--- config.mk ---
export PLATFORM = sky130hd
export DESIGN_NAME = ram_arbiter
export DESIGN_NICKNAME = d
export VERILOG_FILES = /design/src/rtl/ram_arbiter.sv
export SDC_FILE = /design/constraint.sdc
export NUM_CORES = 1
export LEC_CHECK = 0
export CELL_PAD_IN_SITES_DETAIL_PLACEMENT = 0
export CELL_PAD_IN_SITES_GLOBAL_PLACEMENT = 1
export CORE_ASPECT_RATIO = 1.5
export CORE_MARGIN = 2
export CORE_UTILIZATION = 25
export CTS_CLUSTER_DIAMETER = 100
export DETAILED_ROUTE_END_ITERATION = 8
export PLACE_DENSITY = 0.8
export RECOVER_POWER = 50
export SYNTH_ARGS = -nofsm -noshare
export SYNTH_HDL_FRONTEND = slang
export SYNTH_SLANG_ARGS = --single-unit
--- constraint.sdc ---
create_clock -name clk -period 1.3 [get_ports clk]
set_input_delay 0.39 -clock clk [delete_from_list [all_inputs] [get_ports clk]]
set_output_delay 0.39 -clock clk [all_outputs]
set_load 0.03 [all_outputs]
--- src/rtl/ram_arbiter.sv ---
// ram_arbiter
// -----------------------------------------------------------------------------
// Shares the single-port stack/data RAM between the core stack sequencer and
// the debugger host port. One transaction is in flight at a time and each one
// walks IDLE -> ISSUE -> CAPTURE -> IDLE.
//
// Build option:
//   RAM_ARB_DEBUG_PRIORITY_EN  defined   : fixed priority, debug wins over core
//                              undefined : round-robin between the two ports
//
// Ports:
//   clk, rst                       system clock, synchronous active-high reset
//   core_req/we/addr/wdata         core access request (held until core_ack)
//   core_ack, core_rdata           one-cycle completion pulse, read data
//   dbg_req/we/addr/wdata          debug access request (held until dbg_ack)
//   dbg_ack, dbg_rdata             one-cycle completion pulse, read data
//   ram_address, ram_inputData     RAM address / write data (held between txns)
//   ram_WRen                       RAM write enable, one cycle per write
//   ram_outputData                 RAM q, valid the cycle after address sample
//   busy                           high whenever the FSM is not IDLE
//   owner                          0 = core, 1 = debug; last/current grant
//   fsm_state                      current FSM state, for observation
//
// Handshake (both ports): the requester raises req with we/addr/wdata stable
// and holds it until ack. Inputs are sampled only on the grant edge; ack is a
// one-cycle pulse and rdata is valid while ack is high. A port whose ack is
// high in the current cycle is not eligible for a grant in that cycle, so a
// req left high through the ack cycle is treated as a new request afterwards.
// -----------------------------------------------------------------------------
module ram_arbiter #(
  parameter int ADDR_W = 11,
  parameter int DATA_W = 8
) (
  input  logic              clk,
  input  logic              rst,

  input  logic              core_req,
  input  logic              core_we,
  input  logic [ADDR_W-1:0] core_addr,
  input  logic [DATA_W-1:0] core_wdata,
  output logic              core_ack,
  output logic [DATA_W-1:0] core_rdata,

  input  logic              dbg_req,
  input  logic              dbg_we,
  input  logic [ADDR_W-1:0] dbg_addr,
  input  logic [DATA_W-1:0] dbg_wdata,
  output logic              dbg_ack,
  output logic [DATA_W-1:0] dbg_rdata,

  output logic [ADDR_W-1:0] ram_address,
  output logic [DATA_W-1:0] ram_inputData,
  output logic              ram_WRen,
  input  logic [DATA_W-1:0] ram_outputData,

  output logic              busy,
  output logic              owner,
  output logic [1:0]        fsm_state
);

  localparam logic [1:0] ST_IDLE    = 2'd0;
  localparam logic [1:0] ST_ISSUE   = 2'd1;
  localparam logic [1:0] ST_CAPTURE = 2'd2;

  localparam logic PORT_CORE = 1'b0;
  localparam logic PORT_DBG  = 1'b1;

  logic [1:0] state;
  // Port that wins the next tie. Kept separate from owner so that the first
  // tie after reset goes to the core even though owner also resets to core.
  logic       rr_ptr;
  // we of the granted transaction, needed in CAPTURE after ram_WRen drops.
  logic       txn_we;

  logic       core_elig;
  logic       dbg_elig;
  logic       grant_valid;
  logic       grant_dbg;

  assign fsm_state = state;

  // ---------------------------------------------------------------------------
  // Eligibility and arbitration (only acted upon in IDLE)
  // ---------------------------------------------------------------------------
  always_comb begin
    core_elig   = 1'b0;
    dbg_elig    = 1'b0;
    grant_valid = 1'b0;
    grant_dbg   = PORT_CORE;

    dbg_elig  = dbg_req & ~dbg_ack;
`ifdef RAM_ARB_DEBUG_PRIORITY_EN
    // A held debug req also blocks the core during the debug ack cycle, so a
    // continuously requesting debugger keeps the core off the RAM entirely.
    core_elig = core_req & ~core_ack & ~dbg_req;
`else
    core_elig = core_req & ~core_ack;
`endif

    grant_valid = core_elig | dbg_elig;
    if (core_elig && dbg_elig) begin
      grant_dbg = rr_ptr;
    end else begin
      grant_dbg = dbg_elig;
    end
  end

  // ---------------------------------------------------------------------------
  // FSM and registered outputs
  // ---------------------------------------------------------------------------
  always_ff @(posedge clk) begin
    if (rst) begin
      state         <= ST_IDLE;
      rr_ptr        <= PORT_CORE;
      txn_we        <= 1'b0;
      ram_address   <= '0;
      ram_inputData <= '0;
      ram_WRen      <= 1'b0;
      core_ack      <= 1'b0;
      core_rdata    <= '0;
      dbg_ack       <= 1'b0;
      dbg_rdata     <= '0;
      busy          <= 1'b0;
      owner         <= PORT_CORE;
    end else begin
      // Acks are single-cycle pulses; only CAPTURE raises one.
      core_ack <= 1'b0;
      dbg_ack  <= 1'b0;

      case (state)
        ST_IDLE: begin
          if (grant_valid) begin
            state  <= ST_ISSUE;
            busy   <= 1'b1;
            owner  <= grant_dbg;
            rr_ptr <= ~grant_dbg;
            if (grant_dbg) begin
              ram_address   <= dbg_addr;
              ram_inputData <= dbg_wdata;
              ram_WRen      <= dbg_we;
              txn_we        <= dbg_we;
            end else begin
              ram_address   <= core_addr;
              ram_inputData <= core_wdata;
              ram_WRen      <= core_we;
              txn_we        <= core_we;
            end
          end
        end

        ST_ISSUE: begin
          // RAM samples address/write on this edge; the write lasts one cycle.
          state    <= ST_CAPTURE;
          ram_WRen <= 1'b0;
        end

        ST_CAPTURE: begin
          // ram_outputData now holds the word addressed during ISSUE.
          state <= ST_IDLE;
          busy  <= 1'b0;
          if (owner == PORT_DBG) begin
            dbg_ack <= 1'b1;
            if (!txn_we) begin
              dbg_rdata <= ram_outputData;
            end
          end else begin
            core_ack <= 1'b1;
            if (!txn_we) begin
              core_rdata <= ram_outputData;
            end
          end
        end

        default: begin
          state    <= ST_IDLE;
          busy     <= 1'b0;
          ram_WRen <= 1'b0;
        end
      endcase
    end
  end

endmodule

## Word level (Yosys, flattened, before mapping)

Cells that the tools add are included.

| operators by class | value |
|---|---|
| equality and inequality tests | 3 |
| reductions and logical operators | 8 |
| mux-type cells | 12 |
| bitwise gates (word level) | 10 |

Operators by type and width:

| operator | count |
|---|---|
| $mux W11 | 1 |
| $mux W8 | 1 |
| $not A1 Y1 | 7 |
| $mux W1 | 6 |
| $reduce_and A2 Y1 | 3 |
| $reduce_and A3 Y1 | 2 |
| $pmux W1 S2 | 2 |
| $pmux W2 S2 | 1 |
| $and A1 B1 Y1 | 2 |
| $eq A2 B1 Y1 const B | 1 |
| $eq A2 B2 Y1 const B | 1 |
| $logic_not A2 Y1 | 1 |
| $mux W2 | 1 |
| $ne A2 B2 Y1 const B | 1 |
| $reduce_or A2 Y1 | 1 |
| $logic_and A1 B1 Y1 | 1 |
| $or A1 B1 Y1 | 1 |

| word-level totals | value |
|---|---|
| output and inout port bits | 42 |
| input bits | 52 |
| register bits | 44 |

## Logic depth before layout (Yosys ltp)

Gate-level depths: netlist of run 1.

| depth | value |
|---|---|
| word-level depth | 7 |
| gate-level depth with buffers | 6 |
| gate-level depth less buffers | 4 |

## Worst setup path after synthesis of run 1

OpenSTA, ideal clock, no wires.

| timing | value |
|---|---|
| kind | register to register |
| from | register state[1], in the netlist fsm_state[1] |
| to | register core_rdata[0] |
| buffers on the path | 1 |
| arrival time | 1.477 ns |
| stages on the path, launching flop included | 6 |
| setup slack | -0.309 ns |
| cells stage by stage | dfxtp_1 inv_2 or4_4 buf_6 nand2_1 a21oi_1 |

| between the ends | value |
|---|---|
| longest elaborated chain between the ends | 2 |

Ends and longest elaborated chain:

| item | line | text |
|---|---|---|
| start, declared | 68 | `logic [1:0] state;` |
| start signal, assigned | 113 | `state <= ST_IDLE;` |
| start signal, assigned | 133 | `state <= ST_ISSUE;` |
| start signal, assigned | 153 | `state <= ST_CAPTURE;` |
| $eq A2 B2 Y1 | 130 | `case (state)` |
| $reduce_and A3 Y1 (no source line) | - |  |
| end signal, assigned | 169 | `core_rdata <= ram_outputData;` |
| end, declared | 42 | `output logic [DATA_W-1:0] core_rdata,` |

No other way between the ends.
A chain may end at the register's enable or synchronous reset.

## Worst setup path after layout of run 1

| timing | value |
|---|---|
| from | register state[1], in the netlist fsm_state[1] |
| to | output port fsm_state[1] |

RTL lines:

| item | line | text |
|---|---|---|
| end, declared | 58 | `output logic [1:0] fsm_state` |

No word-level cell between the ends.

==> parameters.txt, run 1 <==
Parameter                              Value

Floorplanning
  Die height    107 um
  Initial Util    25.8%
  Row count    37
  Total Die Area    7710 um2
  Placeable core area    6810 um2
  Number of ports placed on the die boundary    94
  Die width    72.4 um

Yosys
  Fraction of the yosys area taken by sequential cells    50.2%
  Compound-Gate Fraction of Synth Area    18.0%
  Syn avg cell area    10.6 um2
  Number of flops mapped to enable cells by yosys    0
  Share of the synthesized area in the top cell type    50.2%
  Synth Area in Adders    0%
  Most numerous cell types in the synthesized netlist    sky130_fd_sc_hd__dfxtp_1, sky130_fd_sc_hd__a221o_1, sky130_fd_sc_hd__nor3b_1
  Number of nets in the synthesized netlist    218
  Count of cell types in the netlist    28
  Leading cell type by number of instances after synthesis    sky130_fd_sc_hd__dfxtp_1
  Yosys warning total    0
  Mux contribution to synthesized area    4.57%
  XOR/XNOR share of the synthesized area    0%
  Post-synthesis cell area    1750 um2
  Combinational family with the most area after synthesis    simple AND/OR/NAND/NOR gates
  Post-Synth Simple-Gate Area    21.5%
  Synth area leader    sky130_fd_sc_hd__dfxtp_1
  Synthesized instance count    166
  Synth async-reset ratio    0%
  Flip-flop cell with the highest count after synthesis    sky130_fd_sc_hd__dfxtp_1
  Most area-consuming cells after synthesis    sky130_fd_sc_hd__dfxtp_1, sky130_fd_sc_hd__a221o_1, sky130_fd_sc_hd__nor3b_1, sky130_fd_sc_hd__mux2i_1, sky130_fd_sc_hd__a21oi_1
  Flip-flop and latch count after synthesis    44

Timing
  Pin slew with the least headroom to its limit    0.328 ns
  Setup repair after global routing missed its margin    true
  Timing-limited maximum frequency    0.751 GHz
  Worst hold slack across all endpoints    0.457 ns
  Setup ws final    -0.0318 ns
  Number of failing setup endpoints in the final timing report    23
  Final Hold Vio Count    0
  Final count of pins violating max slew    0
  Setup total negative slack    -0.376 ns
  Part of the cycle the worst path needs    102%
  Min Tclk post-route    1.33 ns
  Setup skew after layout    0.00513 ns
  Slew HR    78.1%

Cells and area
  Relative area change from synthesis to final layout    75.6%
  # nets final    329
  Fin util    45.2%
  Inserted Diodes    0
  Layout cell share with drive strength beyond 1    34.2%

Setup path
  Startpoint-to-endpoint class of the critical path    register to primary output
  Cell chain of the critical path    buf_6 -> buf_6
  R2R Setup Slk    -0.03 ns
  Cell type of the slowest stage on the worst timing path    sky130_fd_sc_hd__dfxtp_4
  CP Launch Point    fsm_state[1]
  Most frequent cell on the critical path    sky130_fd_sc_hd__buf_6
  Critical path data required time    0.91 ns
  Critical Path Fanout Max    5
  Data arrival time of the critical path    0.94 ns
  Endpoint kind of the worst setup timing path    primary output
  Worst Setup Start Kind    register
  Startpoint of the most critical register-to-register path    core_ack
  Critical path's largest stage delay    0.41 ns

Power and ir drop
  Post-layout power    3.59 mW
  Worst vdd ir    519 uV
  LEAKAGE    1.22 nW
  Power per Cell Area    1170 nW/um2

Routing
  Average detailed-routed wire length per instance    15.5 um
  Initial detailed-routing violation count    40
  Routed via count    1723
  ANT nets after route    0
  Residual DRC    0
  Routed via count divided by cell count    4.84
  Sum of routed wire length over all layers    5520 um
  Initial DRT Pass Iterations    4

CTS
  Total clock buffers created by CTS    5
  CTS tree    yes
  Number of buffers on the longest clock path    2
  Clock-pin transition on the worst setup and hold timing paths    0.09 ns
  Later-pin clock latency in the skew report    0.29 ns
  Library cell used as clock root buffer    sky130_fd_sc_hd__clkbuf_8
  Cts-stage hold buffer count    0
  Number of H-tree levels    2
  TritonCTS sink count    44

Global route
  Global routing usage summed across all routing layers    14.3%
  Global-route wire length before repair    8510 um
  Via count of the first global-routing pass    1692
  Pin count of the biggest net entering global routing    25
  Antenna violations before repair    0
  GRT overflow    0

Job
  Max Cap Violations    0

Worst hold path
  Worst Hold Launch    core_rdata[0]
  Type of the most critical hold path    register to register

Placed design
  Hpwl dp    3820 um
  Port-buffer cells    93
  Final GP Congestion    0.812

Run status
  Status    finished, violations left
  Violations in the final reports    setup timing
-- cells by family (layout without fill, tap and decap cells) --
group / after synthesis / count (layout)
AO/OA/AOI/OAI: 37 / 38
AND/OR/NAND/NOR: 61 / 64
multiplexers: 8 / 8
flip-flops: 44 / 44
buffers and inverters: 16 / 124
-- final timing paths --
path                            cells past startpoint                to
worst max-delay path                                2      fsm_state[1]
worst min-delay path                                2     core_rdata[0]
worst max register to register                      5  ram_inputData[1]
worst min register to register                      2     core_rdata[0]
-- report_power, final --
part	switching (mW)	internal, mW
Sequential	0.0753	1.44
Clock	0.475	0.691
Combinational	0.434	0.474
-- cell usage in the layout (no fill, tap or decap), types with 8 or more instances in the layout --
master and count:
sky130_fd_sc_hd__buf_4 53, sky130_fd_sc_hd__clkdlybuf4s50_1 48, sky130_fd_sc_hd__dfxtp_1 39, sky130_fd_sc_hd__nor3b_1 21
sky130_fd_sc_hd__a221o_1 21, sky130_fd_sc_hd__nand2_1 16, sky130_fd_sc_hd__a21oi_1 10, sky130_fd_sc_hd__nor2_1 10
sky130_fd_sc_hd__mux2i_1 8
-- layout make-up --
class / instances / area, um2
fill: 650 / 3730
timing repair buffer: 114 / 1060
sequential: 44 / 895
multi-input combinational: 110 / 893
clock buffer: 7 / 97.6
tap: 78 / 97.6
clock inverter: 1 / 30.0
inverter: 2 / 7.51
-- worst max-delay path, delay by kind of cell (launching register included) --
family	cells	cell delay [ns]
buf+inv	2	0.23
flops	1	0.41
-- state kept, by name, summed over array words and instances, names as in the netlist --
register	count
rr_ptr	1
core_rdata	8
dbg_rdata	8
ram_WRen	1
txn_we	1
dbg_ack	1
busy	1
fsm_state	2
core_ack	1
ram_address	11
ram_inputData	8
owner	1
-- metrics by stage --
step	cells	instance area [um2]	worst slack, ns
after floorplan	166	1810	-0.0971
after global placement	342	2830	-0.590
after detailed placement	342	2830	-0.621
after CTS	354	3040	-0.0458
after global routing	356	3080	-0.109
final	356	3080	-0.0318
-- repair_timing --
action,4_1_cts,5_1_grt
gates cloned,4,0
endpoints found under the setup margin,38,40
buffers inserted,1,2
resized for setup,16,4
pin swaps,2,1
-- routing by layer --
metal,vias up,GRT usage [%],routed length [um]
met5,-,0,0
met4,0,5.03,69
met3,6,2.75,320
met2,60,26.1,2930
met1,819,16.1,2200
li1,838,-,-
Power figures use the tool's default switching activity.
==> run 2, diff against run 1 <==
CTS_CLUSTER_SIZE = 28   (was unset)
GPL_TIMING_DRIVEN = 0   (was unset)
==> run 2 against run 1 <==
The run still ends with setup timing left. Register-to-register slack got worse by 0.10 ns. Die area did not move. Fmax fell by 7.0%. Routed wire length fell by 5.2%.
==> parameters.txt, run 2 (synthesis results as in run 1) <==
Parameter                              Value

Cells and area
  # nets final    328 (was 329)
  Area of all sequential standard cells    897 um2 (was 895 um2)
  Area taken by multi-input logic gates    875 um2 (was 893 um2)
  Final design instance area without fill    2920 um2 (was 3080 um2)
  Number of flip-flops in the largest register    11 (unchanged)
  Post-Layout Cell Count    355 (was 356)
  Commonest non-fill, non-tap cells in the layout    sky130_fd_sc_hd__clkdlybuf4s50_1, sky130_fd_sc_hd__buf_2, sky130_fd_sc_hd__dfxtp_1, sky130_fd_sc_hd__a221o_1, sky130_fd_sc_hd__nor3b_1 (was sky130_fd_sc_hd__buf_4, sky130_fd_sc_hd__clkdlybuf4s50_1, sky130_fd_sc_hd__dfxtp_1, sky130_fd_sc_hd__nor3b_1, sky130_fd_sc_hd__a221o_1)
  Leading cell type in the layout, fill and taps excluded    sky130_fd_sc_hd__clkdlybuf4s50_1 (was sky130_fd_sc_hd__buf_4)
  Inserted Diodes    0 (unchanged)
  Layout cell share with drive strength beyond 1    37.9% (was 34.2%)
  Filler instances    673 (was 650)
  Top reg by flops    ram_address (unchanged)
  Relative area change from synthesis to final layout    66.8% (was 75.6%)

Setup path
  Critical path data required time    1.48 ns (was 0.91 ns)
  Startpoint-to-endpoint class of the critical path    register to register (was register to primary output)
  Endpoint kind of the worst setup timing path    register (was primary output)
  Number of cells on the worst reg-to-reg path    6 (was 5)
  Worst Setup Start Kind    register (unchanged)
  Cell chain of the critical path    buf_8 -> nor2_4 -> a21boi_4 -> buf_6 -> nor3b_1 -> a221o_1 (was buf_6 -> buf_6)
  Critical Path Fanout Max    10 (was 5)
  R2R Setup Slk    -0.13 ns (was -0.03 ns)
  Cell type of the slowest stage on the worst timing path    sky130_fd_sc_hd__dfxtp_4 (unchanged)
  Family of cells with the greatest summed delay on the critical path    compound AO/OA/AOI/OAI gates (was flip-flops)
  End point of the critical path    ram_address[8] (was fsm_state[1])
  Critical path buffer and inverter count    2 (unchanged)
  Worst reg2reg path endpoint    ram_address[8] (was ram_inputData[1])
  Critical path's largest stage delay    0.35 ns (was 0.41 ns)
  Startpoint of the most critical register-to-register path    fsm_state[0] (was core_ack)
  Data arrival time of the critical path    1.61 ns (was 0.94 ns)
  Number of logic stages on the critical path including buffering    6 (was 2)
  CP Launch Point    fsm_state[0] (was fsm_state[1])

Run status
  Status    finished, violations left (unchanged)
  Violations in the final reports    setup timing (unchanged)

Floorplanning
  Number of ports placed on the die boundary    94 (unchanged)
  Initial Util    25.8% (unchanged)
  Placeable core area    6810 um2 (unchanged)
  Die width    72.4 um (unchanged)
  Die height    107 um (unchanged)
  Total Die Area    7710 um2 (unchanged)
  Row count    37 (unchanged)

Power and ir drop
  Post-layout power    3.41 mW (was 3.59 mW)
  Worst vdd ir    461 uV (was 519 uV)
  Power per Cell Area    1170 nW/um2 (about the same)
  LEAKAGE    1.20 nW (was 1.22 nW)

Placed design
  Placed Instance Area    2830 um2 (about the same)
  Port-buffer cells    92 (was 93)
  Hpwl dp    3840 um (was 3820 um)
  Final GP Congestion    0.761 (was 0.812)
  Inst Count DP    336 (was 342)

Routing
  ANT nets after route    0 (unchanged)
  Average detailed-routed wire length per instance    14.7 um (was 15.5 um)
  Routed via count divided by cell count    4.69 (was 4.84)
  Initial DRT Pass Iterations    4 (unchanged)
  Routed via count    1666 (was 1723)
  Residual DRC    0 (unchanged)
  Initial detailed-routing violation count    42 (was 40)
  Sum of routed wire length over all layers    5230 um (was 5520 um)

Timing
  Timing-limited maximum frequency    0.698 GHz (was 0.751 GHz)
  Setup ws final    -0.133 ns (was -0.0318 ns)
  Min Tclk post-route    1.43 ns (was 1.33 ns)
  Setup repair after global routing missed its margin    true (unchanged)
  Final Hold Vio Count    0 (unchanged)
  Final count of pins violating max slew    0 (unchanged)
  Number of failing setup endpoints in the final timing report    39 (was 23)
  Setup skew after layout    0.0115 ns (was 0.00513 ns)
  Pin slew with the least headroom to its limit    0.507 ns (was 0.328 ns)
  Slew HR    66.2% (was 78.1%)
  Part of the cycle the worst path needs    110% (was 102%)

CTS
  Cts-stage hold buffer count    0 (unchanged)
  CTS tree    yes (unchanged)
  Total clock buffers created by CTS    5 (unchanged)
  Library cell used as clock root buffer    sky130_fd_sc_hd__clkbuf_8 (unchanged)
  Later-pin clock latency in the skew report    0.30 ns (was 0.29 ns)
  Clock-pin transition on the worst setup and hold timing paths    0.08 ns (was 0.09 ns)
  Number of buffers on the longest clock path    2 (unchanged)
  TritonCTS sink count    44 (unchanged)
  Number of H-tree levels    2 (unchanged)

Global route
  Global-route wire length before repair    8260 um (was 8510 um)
  Pin count of the biggest net entering global routing    14 (was 25)
  Via count of the first global-routing pass    1674 (was 1692)
  Global routing usage summed across all routing layers    14.0% (was 14.3%)
  Antenna violations before repair    0 (unchanged)
  GRT overflow    0 (unchanged)

Job
  Max Cap Violations    0 (unchanged)

Worst hold path
  Type of the most critical hold path    register to register (unchanged)
[run 2: changes by cell type in the layout (fill, tap and decap cells not counted), sizes merged]
cell / delta
clkbuf: +6
and2: -3
buf: -3
clkinv: +1
dlygate4sd2: -1
o211a: -1
[run 2: worst min path at each step]
| stage | startpoint | cells after the start | end | slack (ns) |
|---|---|---|---|---|
| after global routing | core_rdata[5] | 2 | core_rdata[5] | 0.49 |
| after global placement | core_rdata[7] | 2 | core_rdata[7] | 0.45 |
| after CTS | core_rdata[1] | 2 | core_rdata[1] | 0.46 |
| after detailed placement | core_rdata[1] | 2 | core_rdata[1] | 0.45 |
| after floorplan | fsm_state[1] | 1 | fsm_state[1] | 0.52 |
| final | core_rdata[1] | 2 | core_rdata[1] | 0.46 |
[run 2: routing by layer]
metal  vias up  routed length (um)  global-route usage, %
met5         -                   0                      0
li1        835                   -                      -
met4         0                 148                   6.22
met2        62                2650                   24.4
met1       756                2050                   15.9
met3        13                 378                   3.03
[run 2: final cells by class]
class	instances	area share (%)
buffer	13	4.15
multi-input combinational	106	29.9
inverter	2	0.428
sequential	44	30.7
tap	78	3.34
timing repair buffer	104	27.8
clock inverter	2	1.20
clock buffer	6	2.48
[run 2: timing repair]
| action | CTS | global route |
|---|---|---|
| resized for setup | 227 | 18 |
| pin swaps | 21 | 4 |
| buffers inserted | 9 | 3 |
| endpoints found under the setup margin | 83 | 44 |
[run 2: worst min-delay path: stages (launching register included)]
cell and delay [ns]:
sky130_fd_sc_hd__dfxtp_1 0.32, sky130_fd_sc_hd__nand2_2 0.05, sky130_fd_sc_hd__a21oi_1 0.05
[run 2: stage by stage]
| stage | utilization, % | hold WS, ns | TNS, ns | worst slack (ns) |
|---|---|---|---|---|
| 2_1_floorplan | - | 0.524 | -2.61 | -0.0971 |
| 3_3_place_gp | 41.5 | 0.445 | -21.87 | -0.696 |
| 3_5_place_dp | 41.5 | 0.446 | -21.93 | -0.703 |
| 4_1_cts | 42.1 | 0.462 | -2.85 | -0.147 |
| 5_1_grt | 43.0 | 0.490 | -5.40 | -0.202 |
| 6_report | 43.0 | 0.463 | -2.75 | -0.133 |
[run 2: power breakdown]
group | internal [mW] | switching [mW] | leakage [nW]
clock | 0.571 | 0.472 | 0.0552
combinational | 0.429 | 0.437 | 0.780
sequential | 1.44 | 0.0581 | 0.363
==> run 3, diff against run 2 <==
CORE_MARGIN = unset   (was 2)
==> run 3 against run 2 <==
The flow still finishes with violations (setup timing). Critical path type unchanged. Sequential cell count did not move. Critical endpoint is now ram_address[9]. Core utilization rose by 1.5 points. Critical path depth did not move. Largest cell class unchanged.
==> parameters.txt, run 3 (synthesis results as in run 1) <==
Parameter                              Value

Setup path
  Critical Path Fanout Max    8 (was 10)
  Number of logic stages on the critical path including buffering    6 (unchanged)
  Cell chain of the critical path    buf_8 -> nor2_4 -> a21boi_4 -> buf_6 -> nor3b_2 -> a221o_1 (was buf_8 -> nor2_4 -> a21boi_4 -> buf_6 -> nor3b_1 -> a221o_1)
  Critical path's largest stage delay    0.35 ns (about the same)
  End point of the critical path    ram_address[9] (was ram_address[8])
  Startpoint of the most critical register-to-register path    fsm_state[0] (unchanged)
  Worst reg2reg path endpoint    ram_address[9] (was ram_address[8])
  Startpoint-to-endpoint class of the critical path    register to register (unchanged)
  Worst Setup Start Kind    register (unchanged)
  Critical path data required time    1.49 ns (was 1.48 ns)
  Number of cells on the worst reg-to-reg path    6 (unchanged)
  CP Launch Point    fsm_state[0] (unchanged)
  R2R Setup Slk    -0.15 ns (was -0.13 ns)
  Family of cells with the greatest summed delay on the critical path    compound AO/OA/AOI/OAI gates (unchanged)
  Critical path buffer and inverter count    2 (unchanged)
  Cell type of the slowest stage on the worst timing path    sky130_fd_sc_hd__dfxtp_4 (unchanged)
  Data arrival time of the critical path    1.64 ns (was 1.61 ns)
  Endpoint kind of the worst setup timing path    register (unchanged)

Placed design
  Final GP Congestion    0.718 (was 0.761)
  Port-buffer cells    92 (unchanged)
  Placed Instance Area    2830 um2 (unchanged)
  Hpwl dp    3800 um (was 3840 um)
  Inst Count DP    336 (unchanged)

CTS
  Clock-pin transition on the worst setup and hold timing paths    0.09 ns (was 0.08 ns)
  Library cell used as clock root buffer    sky130_fd_sc_hd__clkbuf_8 (unchanged)
  Number of H-tree levels    2 (unchanged)
  CTS tree    yes (unchanged)
  Later-pin clock latency in the skew report    0.30 ns (about the same)
  Cts-stage hold buffer count    0 (unchanged)
  Total clock buffers created by CTS    5 (unchanged)
  Number of buffers on the longest clock path    2 (unchanged)
  TritonCTS sink count    44 (unchanged)

Cells and area
  Commonest non-fill, non-tap cells in the layout    sky130_fd_sc_hd__clkdlybuf4s50_1, sky130_fd_sc_hd__dfxtp_1, sky130_fd_sc_hd__buf_2, sky130_fd_sc_hd__a221o_1, sky130_fd_sc_hd__clkbuf_2 (was sky130_fd_sc_hd__clkdlybuf4s50_1, sky130_fd_sc_hd__buf_2, sky130_fd_sc_hd__dfxtp_1, sky130_fd_sc_hd__a221o_1, sky130_fd_sc_hd__nor3b_1)
  Post-Layout Cell Count    359 (was 355)
  Filler instances    676 (was 673)
  Relative area change from synthesis to final layout    72.5% (was 66.8%)
  Leading cell type in the layout, fill and taps excluded    sky130_fd_sc_hd__clkdlybuf4s50_1 (unchanged)
  Layout cell share with drive strength beyond 1    42.3% (was 37.9%)
  Fin util    44.4% (was 43.0%)
  Inserted Diodes    0 (unchanged)
  Final design instance area without fill    3020 um2 (was 2920 um2)
  Number of flip-flops in the largest register    11 (unchanged)
  Top reg by flops    ram_address (unchanged)
  # nets final    332 (was 328)

Global route
  Antenna violations before repair    0 (unchanged)
  Global-route wire length before repair    8740 um (was 8260 um)
  Via count of the first global-routing pass    1757 (was 1674)
  Global routing usage summed across all routing layers    15.0% (was 14.0%)
  Pin count of the biggest net entering global routing    15 (was 14)
  GRT overflow    0 (unchanged)

Timing
  Final Hold Vio Count    0 (unchanged)
  Part of the cycle the worst path needs    111% (was 110%)
  Worst hold slack across all endpoints    0.467 ns (was 0.463 ns)
  Number of failing setup endpoints in the final timing report    41 (was 39)
  Setup ws final    -0.147 ns (was -0.133 ns)
  Slew HR    75.8% (was 66.2%)
  Timing-limited maximum frequency    0.691 GHz (was 0.698 GHz)
  Min Tclk post-route    1.45 ns (was 1.43 ns)
  Setup skew after layout    0.00634 ns (was 0.0115 ns)
  Pin slew with the least headroom to its limit    0.363 ns (was 0.507 ns)
  Setup repair after global routing missed its margin    true (unchanged)
  Final count of pins violating max slew    0 (unchanged)

Floorplanning
  Initial Util    25.8% (unchanged)
  Row count    37 (unchanged)
  Total Die Area    7360 um2 (was 7710 um2)
  Placeable core area    6810 um2 (unchanged)
  Die width    70.4 um (was 72.4 um)
  Die height    105 um (was 107 um)
  Number of ports placed on the die boundary    94 (unchanged)

Routing
  Average detailed-routed wire length per instance    15.0 um (was 14.7 um)
  Initial detailed-routing violation count    54 (was 42)
  Residual DRC    0 (unchanged)
  ANT nets after route    0 (unchanged)
  Sum of routed wire length over all layers    5370 um (was 5230 um)
  Routed via count divided by cell count    4.79 (was 4.69)
  Initial DRT Pass Iterations    4 (unchanged)
  Routed via count    1718 (was 1666)

Run status
  Status    finished, violations left (unchanged)
  Violations in the final reports    setup timing (unchanged)

Power and ir drop
  LEAKAGE    1.23 nW (was 1.20 nW)
  Worst vdd ir    383 uV (was 461 uV)
  Power per Cell Area    1140 nW/um2 (was 1170 nW/um2)

Worst hold path
  Type of the most critical hold path    register to register (unchanged)

Job
  Max Cap Violations    0 (unchanged)
==> run 3: timing repair <==
action | CTS | global route
cloned | 1 | 0
resized for setup | 229 | 28
setup endpoints to repair | 83 | 45
pin swaps | 22 | 13
setup buffers | 9 | 6
==> run 3: final cells by class <==
class                      instances  area, um2  share of cell area [%]
multi-input combinational        106        928                    30.7
sequential                        44        897                    29.7
timing repair buffer             108        850                    28.1
buffer                            13        123                    4.05
clock buffer                       7        108                    3.56
tap                               78       97.6                    3.23
inverter                           2       12.5                   0.414
clock inverter                     1       8.76                   0.290
==> run 3: worst register-to-register path: cells and delay by family (launching register included) <==
kind            cells  cell delay, ns
compound gates      2            0.54
buf+inv             2            0.31
flops               1            0.35
simple gates        2            0.13
==> run 3: worst min path at each step <==
stage / end / from / cells after the start / slack [ns]
finish: core_rdata[7] / core_rdata[7] / 2 / 0.47
global route: core_rdata[2] / core_rdata[2] / 2 / 0.49
CTS: core_rdata[2] / core_rdata[2] / 2 / 0.47
detailed placement: core_rdata[2] / core_rdata[2] / 2 / 0.45
global placement: core_rdata[2] / core_rdata[2] / 2 / 0.44
floorplan: fsm_state[1] / fsm_state[1] / 1 / 0.52
==> run 3: through the flow <==
step	setup TNS (ns)	setup WS (ns)	power, mW
detailed placement	-21.90	-0.698	2.38
floorplan	-2.61	-0.0971	1.98
global placement	-21.28	-0.670	2.38
CTS	-4.11	-0.166	3.44
global route	-6.54	-0.211	3.62
finish	-4.01	-0.147	3.46
==> run 3: layer usage <==
metal  share of wire, %  global-route usage [%]  wire length (um)
met1                 39                    16.3              2120
met2                 54                    27.6              2880
met3                4.8                    3.57               259
met4                2.1                    5.29               111
met5                  0                       0                 0
==> run 3: power breakdown <==
group	switching (mW)	internal, mW
clock network	0.506	0.552
logic	0.457	0.448
registers	0.0551	1.44
